<file path="config.mk">
export PLATFORM = sky130hd
export DESIGN_NAME = soc_bb_dma
export DESIGN_NICKNAME = d
export VERILOG_FILES = /design/src/rtl/soc_bb_dma.sv
export SDC_FILE = /design/constraint.sdc
export NUM_CORES = 1
export LEC_CHECK = 0
export BUFFER_PORTS_ARGS = -buffer_cell sky130_fd_sc_hd__buf_2
export CORE_MARGIN = 1
export CORE_UTILIZATION = 52
export DETAILED_ROUTE_END_ITERATION = 16
export HOLD_SLACK_MARGIN = 0.08
export PLACE_DENSITY = 0.76
export SYNTH_ARGS = -nofsm -noshare
export SYNTH_HDL_FRONTEND = slang
export SYNTH_SLANG_ARGS = --single-unit
</file>
<file path="constraint.sdc">
create_clock -name clk_i -period 2.3 [get_ports clk_i]
set_clock_uncertainty 0.2 [all_clocks]
set_input_delay 0.23 -clock clk_i [delete_from_list [all_inputs] [get_ports clk_i]]
set_output_delay 0.23 -clock clk_i [all_outputs]
set_load 0.005 [all_outputs]
</file>
<file path="src/rtl/soc_bb_dma.sv">
// Single-channel Blackbone DMA: word-by-word copy from src to dst, holding the bus for the whole transfer.
// Optional fill mode (constant pattern to dst) is compiled in with SOC_BB_DMA_FILL_EN.
module soc_bb_dma #(
    parameter int ADDR_WIDTH = 32,
    parameter int DATA_WIDTH = 32,
    parameter int LEN_WIDTH  = 16
) (
    input  logic                  clk_i,
    input  logic                  rst_i,
    input  logic [ADDR_WIDTH-1:0] cfg_src_i,
    input  logic [ADDR_WIDTH-1:0] cfg_dst_i,
    input  logic [LEN_WIDTH-1:0]  cfg_len_i,
`ifdef SOC_BB_DMA_FILL_EN
    input  logic                  cfg_fill_i,
    input  logic [DATA_WIDTH-1:0] cfg_pattern_i,
`endif
    input  logic                  start_i,
    output logic                  busy_o,
    output logic                  done_o,
    output logic                  bus_hold_o,
    input  logic                  bus_hold_ack_i,
    output logic [ADDR_WIDTH-1:0] m_addr_o,
    output logic [DATA_WIDTH-1:0] m_din_o,
    output logic                  m_en_o,
    output logic                  m_we_o,
    input  logic [DATA_WIDTH-1:0] m_dout_i
);

    typedef enum logic [2:0] {
        IDLE    = 3'd0,
        HOLD    = 3'd1,
        READ    = 3'd2,
        CAPTURE = 3'd3,
        WRITE   = 3'd4,
        DONE    = 3'd5
    } state_t;

    localparam logic [ADDR_WIDTH-1:0] STRIDE = ADDR_WIDTH'(DATA_WIDTH / 8);

    state_t                r_state;
    logic [ADDR_WIDTH-1:0] r_src;
    logic [ADDR_WIDTH-1:0] r_dst;
    logic [LEN_WIDTH-1:0]  r_len;
    logic [DATA_WIDTH-1:0] r_data;
    logic                  r_fill;
    logic [ADDR_WIDTH-1:0] r_addr_q;
    logic [DATA_WIDTH-1:0] r_din_q;

    logic                  w_fill_start;
    logic [DATA_WIDTH-1:0] w_pattern;
    logic [LEN_WIDTH-1:0]  w_len_nxt;

`ifdef SOC_BB_DMA_FILL_EN
    assign w_fill_start = cfg_fill_i;
    assign w_pattern    = cfg_pattern_i;
`else
    assign w_fill_start = 1'b0;
    assign w_pattern    = '0;
`endif

    assign w_len_nxt = r_len - LEN_WIDTH'(1);

    // r_addr_q / r_din_q remember the last values put on the bus so they hold between accesses.
    always_ff @(posedge clk_i or negedge rst_i) begin
        if (!rst_i) begin
            r_state  <= IDLE;
            r_src    <= '0;
            r_dst    <= '0;
            r_len    <= '0;
            r_data   <= '0;
            r_fill   <= 1'b0;
            r_addr_q <= '0;
            r_din_q  <= '0;
        end else begin
            case (r_state)
                IDLE: begin
                    if (start_i) begin
                        if (cfg_len_i != '0) begin
                            r_src   <= cfg_src_i;
                            r_dst   <= cfg_dst_i;
                            r_len   <= cfg_len_i;
                            r_fill  <= w_fill_start;
                            if (w_fill_start) begin
                                r_data <= w_pattern;
                            end
                            r_state <= HOLD;
                        end else begin
                            r_state <= DONE;
                        end
                    end
                end
                HOLD: begin
                    if (bus_hold_ack_i) begin
                        r_state <= r_fill ? WRITE : READ;
                    end
                end
                READ: begin
                    r_addr_q <= r_src;
                    if (bus_hold_ack_i) begin
                        r_state <= CAPTURE;
                    end
                end
                CAPTURE: begin
                    r_data  <= m_dout_i;
                    r_state <= WRITE;
                end
                WRITE: begin
                    r_addr_q <= r_dst;
                    r_din_q  <= r_data;
                    if (bus_hold_ack_i) begin
                        r_src <= r_src + STRIDE;
                        r_dst <= r_dst + STRIDE;
                        r_len <= w_len_nxt;
                        if (w_len_nxt == '0) begin
                            r_state <= DONE;
                        end else begin
                            r_state <= r_fill ? WRITE : READ;
                        end
                    end
                end
                DONE: begin
                    r_state <= IDLE;
                end
                default: begin
                    r_state <= IDLE;
                end
            endcase
        end
    end

    assign busy_o     = (r_state != IDLE);
    assign done_o     = (r_state == DONE);
    assign bus_hold_o = (r_state == HOLD) || (r_state == READ) ||
                        (r_state == CAPTURE) || (r_state == WRITE);

    // Enables follow the grant combinationally so a dropped ack stalls the access in the same cycle.
    always_comb begin
        m_en_o   = 1'b0;
        m_we_o   = 1'b0;
        m_addr_o = r_addr_q;
        m_din_o  = r_din_q;
        case (r_state)
            READ: begin
                m_en_o   = bus_hold_ack_i;
                m_addr_o = r_src;
            end
            WRITE: begin
                m_en_o   = bus_hold_ack_i;
                m_we_o   = 1'b1 & bus_hold_ack_i;
                m_addr_o = r_dst;
                m_din_o  = r_data;
            end
            default: begin
                m_en_o = 1'b0;
            end
        endcase
    end

endmodule

</file>
* After elaboration in Yosys (flattened, before gate mapping)
Cells that the tools add are included.
Cells by class: add/subtract/negate cells 3, multipliers 0, div/mod/pow operators 0, magnitude comparators 0, eq/ne operators 10, shifts and indexed selects 0, mux-type cells 23, bitwise logic cells 0, reductions and logical operators 11
Operator list (number):
- 32-bit 2-to-1 mux | 7
- 32-bit one-hot mux with 2 select lines | 3
- 32-bit by 3-bit adder with 32-bit output (second input constant) | 2
- 16-bit 2-to-1 mux | 3
- 16-bit one-hot mux with 2 select lines | 1
- 3-bit 2-to-1 mux | 6
- 16-bit logical NOT | 1
- 16-bit nonzero test | 1
- 16-bit by 1-bit subtractor with 16-bit output (second input constant) | 1
- 3-bit one-hot mux with 5 select lines | 1
- 2-bit != test (second input constant) | 5
- 4-bit AND reduction | 2
- 3-bit by 2-bit == test with 1-bit output (second input constant) | 2
- 3-bit == test (second input constant) | 2
- 3-bit by 1-bit == test with 1-bit output (second input constant) | 1
- 3-bit logical NOT | 1
- 1-bit logical OR | 3
- 3-bit nonzero test | 1
- 1-bit 2-to-1 mux | 2
- 2-bit nonzero test | 1
- 2-bit OR reduction | 1
Word-level totals: bits in registers 179, bits in latches 0, RAM bits 0, bits in read-only memories 0, bits of input ports 116, output and inout bits 69, logic and storage cells 54, memories kept 0

* Logic depth before layout (Yosys ltp)
word-level depth 5, mapped depth 9, depth with buffers taken out 7

* Worst setup path after synthesis
No wires, ideal clock.
kind reg-to-reg, from register r_len[0], to register r_state[1], library setup time 119 ps, arrival 1765 ps, required time 1981 ps, slack 216 ps, stages on the path, launching flop included 8, path buffers 0, clock period less this slack 2084 ps, cell sequence dfrtp_1 inv_1 ha_1 nor3b_2 nand3_1 a22oi_1 o2111ai_1 a21bo_2
Between the ends: longest elaborated chain between the ends 5
Ends and longest elaborated chain:
- start, declared | RTL line 43 | logic [LEN_WIDTH-1:0] r_len;
- start signal, assigned | RTL line 81 | r_len <= cfg_len_i;
- start signal, assigned | RTL line 113 | r_len <= w_len_nxt;
- 16-bit by 1-bit subtractor with 16-bit output | RTL line 61 | assign w_len_nxt = r_len - LEN_WIDTH'(1);
- 16-bit logical NOT | RTL line 114 | if (w_len_nxt == '0) begin
- 3-bit 2-to-1 mux | RTL line 114
- 3-bit 2-to-1 mux | RTL line 110 | if (bus_hold_ack_i) begin
- 3-bit one-hot mux with 5 select lines | RTL line 75 | case (r_state)
- end signal, assigned | RTL line 94 | r_state <= r_fill ? WRITE : READ;
- end signal, assigned | RTL line 117 | r_state <= r_fill ? WRITE : READ;
- end, declared | RTL line 40 | state_t r_state;
Every way passes these cells. The select of a mux whose other input is x is not followed. A chain may end at the register's enable or synchronous reset.

* Worst setup path after layout
from register r_state[2], to output port m_addr_o[20]
Between the ends: longest elaborated chain between the ends 2, elaborated cells on any way between the ends 3, classes of those cells 2 x eq/ne; 1 x mux
Ends and longest elaborated chain:
- 3-bit == test / 3-bit by 2-bit == test with 1-bit output (equally long branches) | RTL line 142 | case (r_state)
- 32-bit one-hot mux with 2 select lines (*) | RTL line 142
- end, declared | RTL line 22 | output logic [ADDR_WIDTH-1:0] m_addr_o,
Every way passes the cells marked *; elsewhere a longest branch is shown, timed or not.

==> results.md <==
* Critical Path Sink Type: output pin
* Pwr Total at 17.0 mW
* Rel. slew slack at 60.4%
* Sequential cell area fraction in the yosys report at 49.5%
* DP HPWL at 17600 um
* Yosys warnings at 0
* Maxcap violations at 0
* Worst Setup Start Kind: flop
* Clock latency on the worst-skew pair at 430 ps
* Worst-path clk slew at 70 ps
* Slew Viols, Final at 0
* Hold Crit Class: in -> async
* Drc violations at 0
* Footprint of the multi-input gates at 4450 um^2
* Async set-reset flop share out of synthesis at 100%
* Vias in the first global route at 9080
* Synthesized cell area at 9050 um^2
* Actual slew at the worst max-slew pin at 593 ps
* Status: finished with violations
* Share of cells above drive strength 1 at 31.3%
* Cell taking the most area after synthesis: dfrtp_1
* First-pass GRT wire length at 45100 um
* Starting DRT DRC Count at 900
* Top_reg_cell synth: dfrtp_1
* Wire per inst at 19.3 um
* Clock sinks at 179
* H-tree levels at 4
* Synth cell count leaders: nand2_1, dfrtp_1, a21oi_1
* ANT cells at 0
* Syn nets at 1104
* Leakage at 5.98 nW
* Area grow syn2layout at 44.3%
* Post-Place Cell Area at 10600 um^2
* Via count at 9467
* Synth area leaders: dfrtp_1, nand2_1, a21oi_1
* Via-to-Cell Ratio at 6.04
* Total Nets Final at 1455
* Die area at 17900 um^2
* Worst R2R Path Depth at 8
* Number of I/O port buffers at 184
* CTS tree: built
* Core area at 16800 um^2
* Crit Path Max Fanout at 15
* Post-Syn Instances at 984
* Final worst-path setup slack at -198 ps
* Core Rows at 47
* Placer congestion estimate at 0.863
* Residual overflow from global routing at 0
* RSZ-0062 raised after global routing: yes
* Final Setup Violations at 45
* Final min period at 2500 ps
* Yosys reg bits at 179
* Die H at 134 um
* PwrDens at 1300 nW/um^2
* Hold Violations, Final at 0
* Peak VDD IR at 833 uV
* CP Data Required Time at 1870 ps
* Register area at 4480 um^2
* DRT Pass-1 Iters at 7
* Final wirelength at 30200 um
* Largest net degree at the start of global routing at 56
* Hold slack at 140 ps
* Mean post-synth cell area at 9.19 um^2
* Antenna violations before repair at 0
* Critical path start-end classification: reg -> out
* I/O pin count at 185
* Longest Clk Path Bufs at 2
* Synth cell types at 74
* Crit path DAT at 2070 ps
* Fmax at 400 MHz
* Clock Tree Root: clkbuf_16
* CTS Buf Count at 17
* Initial Util at 54.0%
* Top-count cell post-synth: nand2_1
* Period Utilization, post-route at 109%
* Antenna-violating nets left at 0
* Die width at 134 um
* Design area at 13100 um^2
* Fill cells at 1094
* Synth top area share at 49.5%
* GR Util All Layers at 32.0%
* Failing checks: setup timing
* Number of synthesized flops with an enable pin at 0
==> cell type report <==
class | count | share of cell area, %
Timing Repair Buffer | 398 | 24.8
Inverter | 12 | 0.345
Clock inverter | 13 | 0.872
Tap cell | 220 | 2.11
Sequential cell | 179 | 34.3
Clock buffer | 19 | 3.47
Multi-Input combinational cell | 727 | 34.1
==> kinds of logic after synthesis <==
family / Yosys count / share of synthesized area, %
simple gates: 408 / 21.9
buf+inv: 79 / 4.07
compound gates: 273 / 19.1
fa+ha+maj: 4 / 0.553
xor+xnor: 3 / 0.290
flops: 179 / 49.5
mux: 38 / 4.65
==> sequential cells by signal, summed over array words and instances, names as in the netlist <==
register	count
r_addr_q	32
r_data	32
r_din_q	32
r_dst	32
r_src	32
r_len	16
r_state	3
==> cell usage in the layout (no fill, tap or decap), types with 6 or more instances in the layout <==
| master | synthesis | layout |
|---|---|---|
| a22oi_2 | 0 | 12 |
| a31oi_1 | 12 | 12 |
| and4_1 | 8 | 7 |
| nor2_1 | 43 | 41 |
| buf_12 | 0 | 16 |
| clkbuf_16 | 0 | 20 |
| o21ai_0 | 54 | 54 |
| inv_1 | 11 | 11 |
| dfrtp_1 | 179 | 177 |
| buf_4 | 2 | 67 |
| nand4_1 | 18 | 18 |
| nand2_2 | 0 | 12 |
| inv_6 | 0 | 8 |
| nor3_1 | 17 | 17 |
| nand3_1 | 28 | 24 |
| a22oi_1 | 31 | 19 |
| nand3_2 | 3 | 6 |
| o22ai_1 | 30 | 30 |
| buf_2 | 33 | 180 |
| o22a_1 | 8 | 8 |
| a2bb2oi_1 | 7 | 7 |
| buf_6 | 3 | 13 |
| nand2_1 | 233 | 218 |
| mux2i_1 | 6 | 6 |
| a21oi_1 | 88 | 88 |
| nor4_1 | 11 | 7 |
| mux2_2 | 32 | 32 |
| and3_1 | 8 | 8 |
| dlygate4sd3_1 | 0 | 114 |
==> power breakdown <==
group          internal (mW)  total, mW  switching (mW)
combinational           3.82       8.13            4.31
sequential              4.71       6.02            1.31
clock                   1.48       2.83            1.35
==> stage by stage <==
stage | setup TNS [ps] | setup slack (ps) | cells | util, %
4_1_cts | -2170 | -85.1 | 1545 | 75.2
2_1_floorplan | 0 | 216 | 984 | -
5_1_grt | -7490 | -224 | 1568 | 77.9
3_3_place_gp | 0 | 61.5 | 1385 | 63.5
6_report | -2400 | -198 | 1568 | 77.9
3_5_place_dp | 0 | 31.7 | 1385 | 63.5
==> routing by layer <==
| layer | vias to the layer above | wire, um | global-route usage, % |
|---|---|---|---|
| met4 | 0 | 1160 | 13.8 |
| met2 | 508 | 14800 | 52.5 |
| li1 | 4274 | - | - |
| met5 | - | 0 | 0 |
| met3 | 106 | 2360 | 6.24 |
| met1 | 4579 | 11900 | 41.3 |
==> what timing repair did <==
item | CTS | global route
hold buffers | 114 | 0
cloned | 3 | 5
pin swaps | 6 | 10
gates resized for setup | 17 | 46
hold endpoints to repair | 292 | 0
endpoints found under the setup margin | 65 | 130
buffers inserted | 11 | 18
==> worst max-delay path, cell delays in order (launching register included) <==
cell     delay (ps)
dfrtp_1         420
nor3b_4         170
buf_6           130
buf_12          150
buf_4           150
a22oi_1         290
nand2_1         140
buf_2           160
==> path summary, 6_finish.rpt <==
| kind | slack (ps) | end | start |
|---|---|---|---|
| setup / recovery | -200 | m_addr_o[20] | r_state[2]$_DFFE_PN0P_ |
| hold reg to reg | 260 | r_addr_q[24]$_DFF_PN0_ | r_addr_q[24]$_DFF_PN0_ |
| setup reg to reg | 50 | r_dst[21]$_DFFE_PN0P_ | r_state[0]$_DFFE_PN0P_ |
| min in group clk_i | 150 | r_dst[26]$_DFFE_PN0P_ | cfg_dst_i[26] |
| hold / removal | 140 | r_len[11]$_DFFE_PN0P_ | rst_i |
| max in group asynchronous | 1050 | r_data[21]$_DFFE_PN0N_ | rst_i |
Power figures use the tool's default switching activity.
